**config.mk**
```make
export PLATFORM = sky130hd
export DESIGN_NAME = higher_memory_arbiter
export DESIGN_NICKNAME = d
export VERILOG_FILES = /design/src/rtl/higher_memory_arbiter.sv
export SDC_FILE = /design/constraint.sdc
export NUM_CORES = 1
export LEC_CHECK = 0
export CORE_AREA = 2 2 117 119
export CTS_BUF_LIST = sky130_fd_sc_hd__clkbuf_4 sky130_fd_sc_hd__clkbuf_8
export DETAILED_ROUTE_END_ITERATION = 10
export DIE_AREA = 0 0 119 121
export PLACE_DENSITY = 0.69
export SYNTH_ARGS = -nofsm -noshare
export SYNTH_HDL_FRONTEND = slang
export SYNTH_SLANG_ARGS = --single-unit
```
**constraint.sdc**
```tcl
create_clock -name clk -period 3.8 [get_ports clk]
set_clock_uncertainty 0.1 [all_clocks]
set_input_delay 1.14 -clock clk [delete_from_list [all_inputs] [get_ports clk]]
set_output_delay 1.14 -clock clk [all_outputs]
set_load 0.1 [all_outputs]
```
**src/rtl/higher_memory_arbiter.sv**
```systemverilog
// Round-robin arbiter merging several cache-side valid/fulfilled request channels
// onto one higher-memory channel, one outstanding transaction at a time.
package higher_memory_arbiter_pkg;
   typedef enum logic {
      MEM_LOAD  = 1'b0,
      MEM_STORE = 1'b1
   } memory_operation_e;
endpackage

module higher_memory_arbiter
   import higher_memory_arbiter_pkg::*;
#(
   parameter int XLEN           = 32,
   parameter int NUM_REQUESTERS = 2,
   parameter int ID_W           = $clog2(NUM_REQUESTERS)
) (
   input  logic                      clk,
   input  logic                      reset_n,
   input  logic [XLEN-1:0]           up_req_address     [NUM_REQUESTERS],
   input  memory_operation_e         up_req_operation   [NUM_REQUESTERS],
   input  logic [XLEN-1:0]           up_req_store_word  [NUM_REQUESTERS],
   input  logic [NUM_REQUESTERS-1:0] up_req_valid,
   output logic [XLEN-1:0]           up_req_loaded_word [NUM_REQUESTERS],
   output logic [NUM_REQUESTERS-1:0] up_req_fulfilled,
   output logic [XLEN-1:0]           mem_req_address,
   output memory_operation_e         mem_req_operation,
   output logic [XLEN-1:0]           mem_req_store_word,
   output logic                      mem_req_valid,
   input  logic [XLEN-1:0]           mem_req_loaded_word,
   input  logic                      mem_req_fulfilled,
   output logic [ID_W-1:0]           grant_id,
   output logic                      busy
);

   typedef enum logic {
      IDLE,
      BUSY
   } state_e;

   state_e          state;
   logic [ID_W-1:0] rr_ptr;
   logic [ID_W-1:0] pick_id;
   logic            pick_found;

   function automatic logic [ID_W-1:0] wrap_add(input logic [ID_W-1:0] base, input int offset);
      int sum;
      sum = int'(base) + offset;
      if (sum >= NUM_REQUESTERS) sum = sum - NUM_REQUESTERS;
      return ID_W'(sum);
   endfunction

   // Scan from the highest offset down so the requester nearest the pointer wins.
   always_comb begin
      pick_found = 1'b0;
      pick_id    = '0;
      for (int k = NUM_REQUESTERS - 1; k >= 0; k--) begin
         if (up_req_valid[wrap_add(rr_ptr, k)]) begin
            pick_found = 1'b1;
            pick_id    = wrap_add(rr_ptr, k);
         end
      end
   end

   always_ff @(posedge clk or negedge reset_n) begin
      if (!reset_n) begin
         state              <= IDLE;
         rr_ptr             <= '0;
         grant_id           <= '0;
         mem_req_valid      <= 1'b0;
         busy               <= 1'b0;
         mem_req_address    <= '0;
         mem_req_operation  <= MEM_LOAD;
         mem_req_store_word <= '0;
      end else begin
         case (state)
            IDLE: begin
               if (pick_found) begin
                  mem_req_address    <= up_req_address[pick_id];
                  mem_req_operation  <= up_req_operation[pick_id];
                  mem_req_store_word <= up_req_store_word[pick_id];
                  grant_id           <= pick_id;
                  mem_req_valid      <= 1'b1;
                  busy               <= 1'b1;
                  state              <= BUSY;
               end
            end
            BUSY: begin
               // Returning to IDLE for one cycle lets the requester drop valid first.
               if (mem_req_fulfilled) begin
                  mem_req_valid <= 1'b0;
                  busy          <= 1'b0;
                  rr_ptr        <= wrap_add(grant_id, 1);
                  state         <= IDLE;
               end
            end
            default: begin
               mem_req_valid <= 1'b0;
               busy          <= 1'b0;
               state         <= IDLE;
            end
         endcase
      end
   end

   always_comb begin
      for (int i = 0; i < NUM_REQUESTERS; i++) begin
         up_req_fulfilled[i]   = 1'b0;
         up_req_loaded_word[i] = '0;
         if ((state == BUSY) && mem_req_fulfilled && (grant_id == ID_W'(i))) begin
            up_req_fulfilled[i]   = 1'b1;
            up_req_loaded_word[i] = mem_req_loaded_word;
         end
      end
   end

endmodule

```
### Word level (Yosys, flattened, before mapping)

Index checks and enable logic that the tools add are counted.

| operators by class | value |
|---|---|
| add/subtract/negate cells | 5 |
| order comparisons | 6 |
| eq/ne operators | 2 |
| mux-type cells | 30 |
| bitwise logic cells | 3 |
| reductions and logical operators | 6 |

Operator list:

| operator | number |
|---|---|
| $mux 32 | 8 |
| $mux 1 | 20 |
| $ge 2x2->1 const B | 3 |
| $reduce_and 2->1 | 3 |
| $add 1x1->2 const B | 2 |
| $lt 1x2->1 const B | 2 |
| $ne 2x2->1 const B | 2 |
| $pmux 1 s2 | 2 |
| $logic_and 1x1->1 | 3 |
| $sub 1x1->1 const B | 3 |
| $ge 1x2->1 const B | 1 |
| $not 1->1 | 2 |
| $not 1->2 | 1 |

| storage, ports and cells | value |
|---|---|
| register bits after elaboration | 69 |
| input bits | 167 |
| output and inout bits | 134 |
| logic and storage cells | 59 |

### Depth between registers and ports, before layout

Gate-level depths: netlist of run 1.

| depth | value |
|---|---|
| depth after elaboration | 11 |
| mapped depth | 6 |

### Least setup slack after synthesis of run 1

Ideal clock, no wire load.

| timing path | value |
|---|---|
| path type | input-to-output |
| from | input port mem_req_fulfilled |
| to | output port up_req_loaded_word[37] in the netlist's numbering |
| arrival | 2.814 ns |
| slack | -0.254 ns |
| cell stages on the path | 4 |
| path through | nand2_1 nor2_1 buf_2 and2_1 |

RTL lines:

| item | RTL line | source |
|---|---|---|
| start, declared | 30 | `input logic mem_req_fulfilled,` |
| end, declared | 23 | `output logic [XLEN-1:0] up_req_loaded_word [NUM_REQUESTERS],` |

==> metrics.txt, run 1 <==
dpl hpwl between 10 and 15 mm; switching power of the nets 2.57 mW; FMAX 268 MHz; status complete, no violations; # hold bufs at CTS 0; Crit path required time ~2.6 ns; setup violators final 0; Final Cell Area 7630 um^2; most used cell, CP buf_12; family with the most delay on the worst path buffers and inverters; Final Cycle Share 0.983; WP buf/inv 3; # resized after CTS 0; Crit-path slowest cell clkdlybuf4s50_1; syn_nets slightly above 600; Syn Area/Cell a little over 8 um^2; # fillers roughly 1100; Initial Utilization 0.287; Routed WL 16.0 mm; Post-Syn Area approximately 3800 um^2; Final ANT Viol Nets 0; Via Count between 4000 and 5000; sequential cell area about 1700 um^2; DP Area about 7400 um^2; Longest Clk Path Bufs 2; hold slack final about 0.45 ns; multi-input logic area between 1500 and 2000 um^2; Critical Path AT between 2 and 3 ns; Hold Violations, Final 0; Seq pwr share 0.222; Residual DRC 0; row cnt between 40 and 50; Startpoint Class primary input; WL per Instance between 15 and 20 um; CTS H-tree lvls 3; yosys warns 0; largest net degree at the start of global routing 70; Util after Layout 0.583; leading cell type in the layout, fill and taps excluded clkdlybuf4s50_1; Crit path largest cell delay roughly 0.47 ns; pwr dens ~610 nW/um^2; area grow syn2layout 103%; cell count after placement just under 900; switching share of total power 0.554; initial antenna violation count 1; Port Buffers 300; Worst Hold Class reg -> reg; Clk pwr share 0.150; clk_lat worst skew between 0.3 and 0.4 ns; die height around 120 um; Pre-Repair DR Iteration Count 5; GRT Util Overall 0.215; DIE WIDTH 119 um; vias in the first global route 4649; IO Count around 300; Max transition margin 0.318; Final Wtd Congestion slightly below 0.9; CTS tree built; Reg2Reg Setup Slack ~2 ns; global-route wire length before repair 24.3 mm; Clk pin slew, worst setup/hold paths roughly 0.070 ns; Clock Tree Root clkbuf_8; Critical Path, Cell by Cell clkdlybuf4s50_1, nand2_1, nor2_1, buf_12, and2_2, buf_12; max cap viols 0; most frequent cells in the layout clkdlybuf4s50_1 (164), buf_4 (75), buf_12 (71); clock sink total 69; Final #Nets between 800 and 900; die area 14400 um^2; RSZ-0062 raised after global routing yes; Post CTS Setup Buffer Count 0; Comb pwr share 0.627; vias per cell 5.04; Int Pwr just over 2 mW; initial DRC count between 200 and 300; VDD IR max 0.000264 V; Final Max Tran Viols 0; Setup Crit Path Kind in -> out; Core ar. 13100 um^2; Slew @ Worst Pin between 1 and 1.5 ns; Congestion Overflow GR 0; CP Max Fanout 33; leak pwr slightly above 3 nW; flops & latches, synth 69; Period minus WS final approximately 3.7 ns; cts bufs inserted 9; Non-Filler Instances 910; Worst Setup End Kind output port; share of cells above drive strength 1 0.252; Post-Syn Instances roughly 460; post-synthesis sequential area ratio 0.460; Synth cell types 22; overall power 4.63 mW
sequential cells by signal (all words and copies together) (netlist names):
signal and cells:
busy 1, grant_id 1, mem_req_address 32, mem_req_operation 1
mem_req_store_word 32, rr_ptr 1, state 1
per-layer routing:
layer  up-vias  track usage  share of wire
met5         -            0              0
met2       267        0.386           0.51
li1       2148            -              -
met1      2136        0.220           0.35
met3        36       0.0742           0.10
met4         0        0.112          0.036
synth_stat cells:
cell type | n | area share
dfrtp_1 | 69 | 0.46
nor2_1 | 67 | 0.067
a31oi_1 | 65 | 0.11
nand3_1 | 65 | 0.087
and2_1 | 64 | 0.11
o21ai_0 | 57 | 0.076
buf_2 | 22 | 0.029
clkbuf_1 | 20 | 0.020
o21ai_1 | 8 | 0.011
buf_4 | 6 | 0.012
a21o_1 | 1 | 0.0020
buf_1 | 1 | 0.0010
buf_6 | 1 | 0.0030
inv_1 | 1 | 0.0010
inv_2 | 1 | 0.0010
nand2_1 | 1 | 0.0010
nor2b_4 | 1 | 0.0037
o21a_1 | 1 | 0.0020
o21ba_1 | 1 | 0.0027
o31a_1 | 1 | 0.0023
o32ai_1 | 1 | 0.0023
or2b_1 | 1 | 0.0020
kinds of logic (layout without fill, tap and decap cells):
family / count (synthesis) / after routing / share of synthesized area
AO/OA/AOI/OAI: 135 / 135 / 0.206
buffers and inverters: 52 / 330 / 0.0673
flip-flops: 69 / 69 / 0.460
other: 0 / 1 / 0
AND/OR/NAND/NOR: 199 / 199 / 0.267
path summary, 6_finish.rpt:
check,cells after the start,from,to
min in group asynchronous,2,reset_n,mem_req_address[7]
worst min register to register,2,mem_req_store_word[21],mem_req_store_word[21]
max in group asynchronous,2,reset_n,mem_req_store_word[13]
worst max-delay path,6,mem_req_fulfilled,up_req_loaded_word[27]
worst max register to register,4,state,mem_req_address[17]
worst min-delay path,2,mem_req_store_word[21],mem_req_store_word[21]
stage by stage:
| stage | TNS [ns] | setup WS [ns] |
|---|---|---|
| floorplan | 0 | 0.0132 |
| global placement | 0 | 0.0593 |
| detailed placement | 0 | 0.0393 |
| CTS | 0 | 0.0308 |
| global route | -0.970 | -0.0466 |
| finish | 0 | 0.0636 |
power groups by stage:
| stage | clock network, mW | logic [mW] | registers [mW] |
|---|---|---|---|
| after CTS | 0.714 | 2.92 | 1.03 |
| after global placement | 0 | 2.90 | 1.03 |
| after global routing | 0.746 | 3.00 | 1.05 |
| final | 0.696 | 2.91 | 1.03 |
| after detailed placement | 0 | 2.92 | 1.04 |
| after floorplan | 0 | 0.765 | 2.31 |
layout make-up:
| class | count | area share |
|---|---|---|
| timing repair buffer | 312 | 0.476 |
| antenna | 1 | 0.000328 |
| inverter | 2 | 0.000984 |
| clock buffer | 11 | 0.0198 |
| multi-input combinational | 334 | 0.237 |
| tap | 176 | 0.0289 |
| clock inverter | 5 | 0.0107 |
| sequential | 69 | 0.226 |
tightest hold or removal path: cells and delay by family, from the launching register on:
family             cells  cell delay [ns]
and+or+nand+nor        1             0.05
DFF                    1             0.34
AOI/OAI and AO/OA      1             0.12
Note: power is estimated with default switching activity, not from simulation.
==> inputs of run 2 (changes only) <==
--- a/config.mk
+++ b/config.mk
@@ -9,6 +9,7 @@
 export CTS_BUF_LIST = sky130_fd_sc_hd__clkbuf_4 sky130_fd_sc_hd__clkbuf_8
 export DETAILED_ROUTE_END_ITERATION = 10
 export DIE_AREA = 0 0 119 121
+export MAX_ROUTING_LAYER = met4
 export PLACE_DENSITY = 0.69
 export SYNTH_ARGS = -nofsm -noshare
 export SYNTH_HDL_FRONTEND = slang
==> run 2 against run 1 <==
Sequential cell count is the same. Die area stayed put. Worst hold slack is essentially flat. Via count increased by 0.81%. Critical path type unchanged.
==> metrics.txt, run 2 (synthesized netlist as in run 1, its figures left out) <==
status complete, no violations; setup violators final 0 (unchanged); Initial Utilization 0.287 (unchanged); area grow syn2layout 103% (unchanged); VDD IR max 0.000263 V (-0.18%); Longest Clk Path Bufs 2 (unchanged); Worst Hold End mem_req_store_word[21]; Final Max Tran Viols 0 (unchanged); Final Wtd Congestion 0.893 (+1.7%); vias in the first global route 4653 (+0.086%); Post CTS Setup Buffer Count 0 (unchanged); Residual DRC 0 (unchanged); global-route wire length before repair 24.3 mm (about the same); # resized after CTS 0 (unchanged); WL per Instance 17.5 um (about the same); Crit-path slowest cell clkdlybuf4s50_1; dpl hpwl 12.1 mm (unchanged); Final ANT Viol Nets 0 (unchanged); Final #Nets 895 (unchanged); initial DRC count 311 (+4.7%); Clock Tree Root clkbuf_8; Via Count 4624 (+0.81%); Setup Crit Path Kind in -> out; Top Registers mem_req_address x32, mem_req_store_word x32; IO Count 301 (unchanged); Critical Path AT 2.49 ns (about the same); WP buf/inv 3 (unchanged); largest net degree at the start of global routing 70 (unchanged); Slew @ Worst Pin 1.02 ns (-0.00341 ns); Reg2Reg Launch Point state; pwr dens 607 nW/um^2 (-0.11%); most frequent cells in the layout clkdlybuf4s50_1 (164), buf_4 (75), buf_12 (71); clk_lat worst skew 0.35 ns (about the same); leading cell type in the layout, fill and taps excluded clkdlybuf4s50_1; initial antenna violation count 1 (unchanged); Critical Path, Cell by Cell clkdlybuf4s50_1, nand2_1, nor2_1, buf_12, and2_2, buf_12; RSZ-0062 raised after global routing yes; Final Cycle Share 0.982 (-0.00152); most used cell, CP buf_12; Port Buffers 300 (unchanged); share of cells above drive strength 1 0.252 (unchanged); row cnt 42 (unchanged); R2R cell count 4 (unchanged); Clk pin slew, worst setup/hold paths 0.07 ns (about the same); Reg2Reg Setup Slack 2.04 ns (+0.03 ns); DIE WIDTH 119 um (unchanged); FMAX 268 MHz (+0.15%); Startpoint Class primary input; Core ar. 13100 um^2 (unchanged); Critical R2R Capture mem_req_store_word[2]; die area 14400 um^2 (unchanged); CTS H-tree lvls 3 (unchanged); CTS tree built; vias per cell 5.08 (+0.81%); Util after Layout 0.583 (unchanged); pre-CTS setup slack 0.0393 ns (unchanged); Max transition margin 0.320 (+0.00227); Congestion Overflow GR 0 (unchanged); Pre-Repair DR Iteration Count 7 (+2); final setup margin 0.0693 ns (+0.00576 ns); die height 121 um (unchanged); clock sink total 69 (unchanged); Period minus WS final 3.73 ns (-0.00576 ns); Hold Crit Start mem_req_store_word[21]; family with the most delay on the worst path buffers and inverters; Routed WL 16.0 mm (about the same); Hold Violations, Final 0 (unchanged); CP Max Fanout 33 (unchanged); max cap viols 0 (unchanged); hold depth 2 (unchanged); GRT Util Overall 0.221 (+0.00648); cts bufs inserted 9 (unchanged); Worst Hold Class reg -> reg; Worst Setup End Kind output port; Crit path required time 2.56 ns (about the same); Crit path largest cell delay 0.47 ns (about the same); leak pwr 3.09 nW (unchanged)
-- run 2: metrics by stage --
stage | setup TNS [ns] | hold slack (ns) | cells | area [um^2] | power, mW
floorplan | 0 | 0.383 | 455 | 3780 | 3.08
global placement | 0 | 0.435 | 893 | 7400 | 3.94
detailed placement | 0 | 0.444 | 893 | 7400 | 3.96
CTS | 0 | 0.458 | 909 | 7630 | 4.67
global route | -0.977 | 0.470 | 910 | 7630 | 4.79
finish | 0 | 0.451 | 910 | 7630 | 4.63
-- run 2: worst reg2reg max path, delay by kind of cell, from the launching register on --
family | cells | cell delay, ns
AO/OA/AOI/OAI | 2 | 0.74
flip-flops | 1 | 0.44
buffers and inverters | 1 | 0.33
AND/OR/NAND/NOR | 1 | 0.06
-- run 2: what timing repair did --
action	CTS	global route
hold buffers	0	0
setup endpoints to repair	0	54
hold endpoints to repair	0	0
-- run 2: final cells by class --
type                    count  area (um^2)
flip-flops and latches     69         1730
clock buffers              11          151
fillers                  1078         5450
repair buffers            312         3640
well taps                 176          220
diodes                      1         2.50
clock inverters             5         81.3
multi-input cells         334         1810
inverters                   2         7.51
-- run 2: per-layer routing --
layer  GRT usage  up-vias  share of wire
li1            -     2149              -
met1       0.237     2183           0.38
met2       0.384      251           0.52
met3      0.0517       41          0.072
met4       0.112        0          0.036
met5           -        -              0
-- run 2: where the power goes --
| group | internal (mW) | leakage, nW | switching, mW |
|---|---|---|---|
| clock | 0.407 | 0.116 | 0.285 |
| combinational | 0.747 | 2.20 | 2.16 |
| sequential | 0.913 | 0.770 | 0.116 |
| total | 2.07 | 3.09 | 2.56 |
-- run 2: worst max-delay path by stage --
stage | startpoint | endpoint | slack (ns) | cells after the start
floorplan | mem_req_fulfilled | up_req_loaded_word[37] | 0.01 | 4
global placement | mem_req_fulfilled | up_req_loaded_word[27] | 0.06 | 6
detailed placement | mem_req_fulfilled | up_req_loaded_word[27] | 0.04 | 6
CTS | mem_req_fulfilled | up_req_loaded_word[27] | 0.03 | 6
global route | mem_req_fulfilled | up_req_loaded_word[27] | -0.05 | 6
finish | mem_req_fulfilled | up_req_loaded_word[27] | 0.07 | 6
